**config.mk**
```make
export PLATFORM = sky130hd
export DESIGN_NAME = ram_fifo_ctrl
export DESIGN_NICKNAME = d
export VERILOG_FILES = /design/src/rtl/ram_fifo_ctrl.sv
export SDC_FILE = /design/constraint.sdc
export NUM_CORES = 1
export LEC_CHECK = 0
export CAP_MARGIN = 5
export CORE_MARGIN = 1.5
export CORE_UTILIZATION = 49
export CTS_CLUSTER_DIAMETER = 60
export DETAILED_ROUTE_END_ITERATION = 8
export PLACE_DENSITY = 0.93
export SYNTH_ARGS = -nofsm -noshare
export SYNTH_HDL_FRONTEND = slang
export SYNTH_SLANG_ARGS = --single-unit
```
**constraint.sdc**
```tcl
create_clock -name clk -period 3.6 [get_ports clk]
set_clock_uncertainty 0.2 [all_clocks]
set_input_delay 0.9 -clock clk [delete_from_list [all_inputs] [get_ports clk]]
set_output_delay 0.9 -clock clk [all_outputs]
set_load 0.01 [all_outputs]
```
**src/rtl/ram_fifo_ctrl.sv**
```systemverilog
// FIFO controller in front of a 1-cycle-latency RAM.
// A 2-entry output buffer hides the read latency.
module ram_fifo_ctrl #(
  parameter int D_WIDTH = 8,
  parameter int A_WIDTH = 4
) (
  input  logic               clk,
  input  logic               rst,
  input  logic               flush,
  input  logic               in_valid,
  input  logic [D_WIDTH-1:0] in_data,
  output logic               in_ready,
  output logic               out_valid,
  output logic [D_WIDTH-1:0] out_data,
  input  logic               out_ready,
  output logic [A_WIDTH+1:0] level,
  output logic               write_en,
  output logic [A_WIDTH-1:0] write_addr,
  output logic [D_WIDTH-1:0] write_data,
  output logic               read_en,
  output logic [A_WIDTH-1:0] read_addr,
  input  logic [D_WIDTH-1:0] read_data,
  input  logic               read_valid
);

  logic [A_WIDTH:0]   wp;
  logic [A_WIDTH:0]   rp;
  logic [A_WIDTH:0]   ram_cnt;
  logic               ram_full;
  logic               ram_empty;
  logic [1:0]         buf_cnt;
  logic               infl;
  logic [D_WIDTH-1:0] obuf [2];
  logic               push;
  logic               pop;
  logic               capture;
  logic [2:0]         occ;

  assign ram_cnt   = wp - rp;
  assign ram_full  = (ram_cnt == {1'b1, {A_WIDTH{1'b0}}});
  assign ram_empty = (wp == rp);

  // rst gating keeps the RAM strobes quiet while reset is held
  assign in_ready = !rst || (!ram_full && !flush);
  assign push     = rst && in_valid && !ram_full && !flush;
  assign pop      = out_valid && out_ready;
  assign capture  = read_valid && infl && !flush;

  assign write_en   = push;
  assign write_addr = wp[A_WIDTH-1:0];
  assign write_data = in_data;

  assign occ = {1'b0, buf_cnt} + {2'b00, infl} - {2'b00, pop};

  assign read_en   = rst && !ram_empty && !flush && (occ < 3'd2);
  assign read_addr = rp[A_WIDTH-1:0];

  assign out_valid = (buf_cnt != 2'd0);
  assign out_data  = obuf[0];

  assign level = {1'b0, ram_cnt}
               + {{(A_WIDTH+1){1'b0}}, infl}
               + {{A_WIDTH{1'b0}}, buf_cnt};

  always_ff @(posedge clk or negedge rst) begin
    if (!rst) begin
      wp      <= '0;
      rp      <= '0;
      buf_cnt <= 2'd0;
      infl    <= 1'b0;
      obuf[0] <= '0;
      obuf[1] <= '0;
    end else if (flush) begin
      wp      <= '0;
      rp      <= '0;
      buf_cnt <= 2'd0;
      infl    <= 1'b0;
    end else begin
      if (push)
        wp <= wp + 1'b1;
      if (read_en)
        rp <= rp + 1'b1;
      infl <= read_en || (infl && !read_valid);
      // capture+pop keeps buf_cnt, shifting so order holds
      case ({capture, pop})
        2'b11: begin
          if (buf_cnt == 2'd2) begin
            obuf[0] <= obuf[1];
            obuf[1] <= read_data;
          end else begin
            obuf[0] <= read_data;
          end
        end
        2'b10: begin
          if (buf_cnt == 2'd0)
            obuf[0] <= read_data;
          else
            obuf[1] <= read_data;
          buf_cnt <= buf_cnt + 2'd1;
        end
        2'b01: begin
          obuf[0] <= obuf[1];
          buf_cnt <= buf_cnt - 2'd1;
        end
        default: ;
      endcase
    end
  end

endmodule
```
==> results of run 1 <==
power breakdown:
group	switching, W	total [W]	internal (W)
Combinational	0.000462	0.000957	0.000495
Clock	0.000127	0.000352	0.000225
Sequential	0.0000482	0.000448	0.000399
Total	0.000638	0.00176	0.00112
what timing repair did:
action,CTS,global route
setup buffers,4,2
endpoints found under the setup margin,8,7
pin swaps,3,7
gates resized for setup,29,16
registers in the layout (all words and copies together), names as in the netlist:
signal	flops
out_data	8
infl	1
obuf	8
rp	5
wp	5
buf_cnt	2
cell families after synthesis:
logic type                 Yosys count
and+or+nand+nor                     68
adders and majority gates           13
muxes                               14
buffers and inverters               45
xor gates and xnor gates            10
DFF                                 29
AOI/OAI and AO/OA                   45
final cells by class:
| class | instances | area [sq um] | area share [%] |
|---|---|---|---|
| multi-input cells | 150 | 1170 | 43.2 |
| flip-flops and latches | 29 | 726 | 26.7 |
| repair buffers | 70 | 592 | 21.8 |
| clock buffers | 7 | 86.3 | 3.18 |
| well taps | 50 | 62.6 | 2.30 |
| inverters | 12 | 45.0 | 1.66 |
| clock inverters | 1 | 30.0 | 1.11 |
per-stage QoR:
step	std cells	utilization [%]	power, W	setup TNS (ns)
after floorplan	224	-	0.00102	0
after global placement	306	62.7	0.00131	-0.916
after detailed placement	306	62.7	0.00136	-1.24
after CTS	318	66.1	0.00171	-0.268
after global routing	319	66.9	0.00187	-0.187
final	319	66.9	0.00176	-0.0405
routing by layer:
metal / vias up / part of all wire (%) / track usage (%) / routed length [um]
met5: - / 0 / 0 / 0
met4: 0 / 2.3 / 10.5 / 119
met2: 81 / 49 / 39.5 / 2600
met3: 17 / 7.0 / 4.87 / 372
met1: 920 / 41 / 28.7 / 2190
li1: 849 / - / - / -
cell usage in the layout (no fill, tap or decap), types with 2 or more instances in the layout:
cell	instances
clkdlybuf4s50_1	30
and3b_1	2
mux2_2	9
xor2_1	4
mux2_4	2
nand2b_1	4
nor2b_1	5
nand2_1	29
inv_1	9
a311oi_1	7
clkbuf_8	6
dfrtp_1	29
inv_2	3
nand3_1	5
ha_4	2
fa_1	3
mux2i_1	3
o21ai_0	5
or2_2	3
buf_4	31
clkdlybuf4s15_1	2
xnor2_1	5
nor2_2	2
a21oi_1	7
a21o_1	7
buf_2	4
a221oi_1	7
clkbuf_2	2
o31ai_1	3
nor3_2	2
ha_1	7
nor2_1	9
o21ai_2	2
worst register-to-register path, delay by kind of cell (launching register included):
family                   cells  cell delay, ns
AND/OR/NAND/NOR              2            0.44
AO/OA/AOI/OAI                1            0.25
XOR/XNOR                     1            0.19
buffers and inverters        4            0.42
multiplexers                 1            0.29
flip-flops                   1            0.39
adder cells (fa/ha/maj)      2            0.51
path summary, 6_finish.rpt:
kind	startpoint	endpoint	slack (ns)	cells past startpoint
setup / recovery	wp[0]	in_ready	-0.03	10
hold / removal	out_data[5]	out_data[5]	0.28	1
setup reg to reg	wp[0]	wp[0]	0.79	11
hold reg to reg	out_data[5]	out_data[5]	0.28	1
max in group asynchronous	rst	obuf[4]	2.03	2
min in group asynchronous	rst	rp[2]	0.85	2
==> flow_summary_export.csv, run 1 <==
group,metric,value,unit
worst_setup_path,critical-path-top-delay-family,"adder cells",
job,max_cap_violations,0,
hold_path,min_path_type,"register to register",
yosys,synth_top_area_share,34.4,%
clock_network,cts-htree-levels,2,
yosys,ys_async_sr_fraction,100,%
floorplanning,initial_core_util,52.0,%
layout,design_area,2720,sq um
layout,nFillCells,281,
routing,drc,0,
global_routing,grt_pass1_wl,8200,um
floorplanning,ios,56,
worst_setup_path,start_kind,"register",
floorplanning,die_y,68.6,um
sta,fin_ws,-0.0304,ns
yosys,yosys.area_share.simple,16.1,%
yosys,synth_edf_count,0,
sta,hold_slack,0.281,ns
yosys,synth_seq_cells,29,
placed_design,place_ws,-0.519,ns
yosys,synth_warnings,0,
sta,fmax,275,MHz
routing,wl_per_cell,16.6,um
yosys,synth_compound_area_share,16.2,%
floorplanning,rows,23,
layout,drive_gt1_share,28.3,%
sta,period_share,101,%
floorplanning,die-area,4710,sq um
yosys,synth_ff_type,"dfrtp_1",
worst_setup_path,slowest_stage,"dfrtp_1",
clock_network,cts_made_buffers,5,
routing,num_vias,1867,
worst_setup_path,crit_top_cell,"inv_2",
global_routing,grt_pass1_vias,1893,
placed_design,port-buffer-count,39,
clock_network,clk_pin_slew,0.06,ns
yosys,ys_seq_area_share,34.4,%
layout,diodes,0,
yosys,ys_types,41,
worst_setup_path,end_kind,"primary output",
routing,viasPerCell,5.85,
yosys,yosys-top-cells-count,"dfrtp_1, nand2_1, buf_4, inv_1, nor2_1",
power,p_per_area,647,nW/um^2
routing,drt-initial-drc-count,150,
floorplanning,coreArea,4060,sq um
worst_setup_path,path_cells,"inv_2, ha_4, inv_2, fa_2, xor2_2, or3b_4, a2111oi_4, buf_4, o21ai_2, buf_2",
placed_design,post-dp-hpwl,3580,um
sta,min_period,3.63,ns
placed_design,gp_congestion,0.818,
clock_network,clk_latency,0.28,ns
sta,hold_violations,0,
worst_setup_path,worstSetupPathType,"register to primary output",
worst_setup_path,slowest_delay,0.39,ns
clock_network,postCtsHoldBufs,0,
yosys,synth.area.mux_share,7.65,%
yosys,synth_top_family_by_area,"compound AO/OA/AOI/OAI gates",
yosys,synth_area_leaders,"dfrtp_1, buf_4, ha_1",
yosys,syn-num-nets,259,
routing,wirelength,5280,um
clock_network,root_buffer,"clkbuf_8",
layout,fin_nets,303,
yosys,netlist_area,2110,sq um
clock_network,clockBufferDepth,2,
sta,relSlewSlack,59.5,%
status,outcome,"finished, violations left",
sta,worstMarginPinSlew,0.606,ns
sta,rsz0062_at_grt,"yes",
status,violations,"setup timing",
worst_setup_path,critPathArrivalTime,2.53,ns
yosys,avgSynthCellArea,9.42,sq um
clock_network,cts_tree,"done",
global_routing,grtUsageTotal,23.4,%
worst_setup_path,critPathBufInv,4,
sta,setup_viol,2,
floorplanning,die_w,68.6,um
yosys,synth_xor_area_share,4.15,%
sta,final_max_slew_viol_count,0,
layout,area_delta_synth_final,28.7,%
power,ir_drop,0.000275,V
power,leakagePower,1.30,nW
placed_design,placed_area,2540,sq um
clock_network,cts_sinks,29,
worst_setup_path,critical_path.max_fanout,2,
routing,antenna_left,0,
global_routing,antenna_found_initial,0,
global_routing,grt_overflow_total,0,
worst_setup_path,critPathRequiredTime,2.50,ns
global_routing,grt_max_degree,22,
yosys,syn_inst,224,
yosys,synthAdderAreaFrac,9.13,%
yosys,yosys.area.top_type,"dfrtp_1",
routing,drtPass1Iterations,7,
Note: power is estimated with default switching activity, not from simulation.
==> run 2, diff against run 1 <==
--- a/config.mk
+++ b/config.mk
@@ -6,11 +6,12 @@
 export NUM_CORES = 1
 export LEC_CHECK = 0
 export CAP_MARGIN = 5
+export CORE_ASPECT_RATIO = 0.6
 export CORE_MARGIN = 1.5
 export CORE_UTILIZATION = 49
 export CTS_CLUSTER_DIAMETER = 60
 export DETAILED_ROUTE_END_ITERATION = 8
-export PLACE_DENSITY = 0.93
+export PLACE_DENSITY_LB_ADDON = 0.15
 export SYNTH_ARGS = -nofsm -noshare
 export SYNTH_HDL_FRONTEND = slang
 export SYNTH_SLANG_ARGS = --single-unit
==> run 2 against run 1 <==
Against the previous run: the run still ends with setup timing left; non-clock buffer count increased by 1; count of clock-buffer cells in the layout decreased by 2; first-iteration DRC count decreased by 57%; core utilization decreased by 1.3 points; die area increased by 0.27%; global-route usage decreased by 1.1 points; critical path depth unchanged; worst hold slack got worse by 0.0061 ns; sequential share of layout area increased by 0.11 points; cell count increased by 3.4%; clock power decreased by 23%; wire length decreased by 8.9%.
==> flow_summary_export.csv, run 2 (same netlist as run 1, synthesis figures left out) <==
group,metric,value,unit
status,outcome,"finished, violations left",
status,violations,"setup timing",
placed_design,port-buffer-count,39,
routing,drtPass1Iterations,4,
global_routing,grt_pass1_wl,7870,um
floorplanning,coreArea,4120,sq um
global_routing,grtUsageTotal,22.3,%
placed_design,gp_congestion,0.863,
sta,worstMarginPinSlew,0.663,ns
power,finalPower,0.00168,W
global_routing,grt_use_met2,31.0,%
layout,diodes,0,
sta,hold_violations,0,
sta,final_max_slew_viol_count,0,
power,leakagePower,1.30,nW
layout,area_delta_synth_final,28.2,%
floorplanning,die_y,53.8,um
layout,final_util,65.6,%
power,ir_drop,0.000308,V
sta,hold_slack,0.275,ns
job,max_cap_violations,0,
routing,antenna_left,0,
worst_setup_path,critPathArrivalTime,2.59,ns
floorplanning,die-area,4720,sq um
sta,min_period,3.69,ns
clock_network,clk_pin_slew,0.07,ns
worst_setup_path,path_cells,"inv_2, ha_4, inv_2, fa_2, xor2_2, or3b_4, a2111oi_4, buf_4, o21ai_2, buf_2",
layout,drive_gt1_share,28.1,%
routing,viasPerCell,5.34,
layout,layout_commonest_cell,"buf_4",
routing,drc,0,
clock_network,postCtsHoldBufs,0,
routing,wirelength,4810,um
clock_network,cts_sinks,29,
worst_setup_path,slowest_delay,0.40,ns
worst_setup_path,slowest_stage,"a2111oi_4",
worst_setup_path,critPathRequiredTime,2.50,ns
layout,instances_no_fill,330,
global_routing,use_met1,34.4,%
layout,fin_nets,304,
global_routing,grt_use_met3,5.52,%
clock_network,cts_tree,"done",
sta,period_share,102,%
layout,final_cell_mix,"buf_4, clkdlybuf4s50_1, nand2_1, dfrtp_1, inv_1",
layout,nFillCells,365,
worst_setup_path,worstSetupPathType,"register to primary output",
sta,fmax,271,MHz
placed_design,place_ws,-0.573,ns
global_routing,grt_overflow_total,0,
routing,num_vias,1761,
sta,fin_ws,-0.0896,ns
global_routing,grt_pass1_vias,1662,
worst_setup_path,crit_top_cell,"inv_2",
global_routing,antenna_found_initial,0,
clock_network,root_buffer,"clkbuf_8",
floorplanning,initial_core_util,51.2,%
sta,relSlewSlack,55.7,%
floorplanning,rows,18,
global_routing,grt-busiest-layer,"met1",
placed_design,dp_cells,313,
worst_setup_path,end_kind,"primary output",
routing,drt-initial-drc-count,64,
clock_network,clk_latency,0.28,ns
clock_network,cts_made_buffers,5,
sta,rsz0062_at_grt,"yes",
worst_setup_path,start_kind,"register",
floorplanning,ios,56,
sta,setup_viol,2,
clock_network,clockBufferDepth,2,
routing,wl_per_cell,14.6,um
power,p_per_area,621,nW/um^2
hold_path,min_path_type,"register to register",
worst_setup_path,critical_path.max_fanout,2,
placed_design,post-dp-hpwl,3570,um
clock_network,cts-htree-levels,2,
global_routing,grt_max_degree,23,
floorplanning,die_w,87.7,um
==> run 2: what timing repair did <==
action / in CTS / in global routing
gates resized for setup: 28 / 10
buffers inserted: 5 / 4
pin swaps: 6 / 6
endpoints found under the hold margin: 0 / 0
setup endpoints to repair: 8 / 6
==> run 2: through the flow <==
stage	TNS, ns	area (sq um)
4_1_cts	-0.116	2680
6_report	-0.169	2700
3_3_place_gp	-0.931	2540
2_1_floorplan	0	2110
5_1_grt	-0.375	2700
3_5_place_dp	-1.14	2540
==> run 2: critical path, delay by kind of cell, from the launching register on <==
kind / cells / cell delay [ns]
xor gates and xnor gates: 1 / 0.16
buffers and inverters: 4 / 0.46
AOI/OAI and AO/OA: 2 / 0.44
and+or+nand+nor: 1 / 0.38
DFF: 1 / 0.39
adders and majority gates: 2 / 0.48
==> run 2: final cells by class <==
class                           instances  area [sq um]  area share, %
Inverter                               12          45.0           1.67
Clock inverter                          3          17.5          0.648
Sequential cell                        29           726           26.8
Clock buffer                            5          68.8           2.55
Tap cell                               60          75.1           2.78
Multi-Input combinational cell        150          1160           42.9
Timing Repair Buffer                   71           611           22.6
==> run 2: where the power goes <==
group | leakage [nW] | switching, W | internal [W]
clock network | 0.0439 | 0.000138 | 0.000133
registers | 0.394 | 0.0000446 | 0.000399
logic | 0.861 | 0.000455 | 0.000510
==> run 2: worst paths after layout <==
kind	from	endpoint	slack (ns)	depth (start not counted)
setup reg to reg	wp[0]	wp[0]	0.49	13
min in group asynchronous	rst	wp[3]	0.65	1
max in group asynchronous	rst	buf_cnt[0]	1.97	2
hold reg to reg	out_data[3]	out_data[3]	0.27	1
hold / removal	out_data[3]	out_data[3]	0.27	1
setup / recovery	wp[0]	in_ready	-0.09	10
==> run 2: routing by layer <==
metal / routed length [um] / up-vias
met5: 0 / -
met4: 22 / 0
met3: 225 / 6
met2: 1900 / 50
met1: 2670 / 856
li1: - / 849
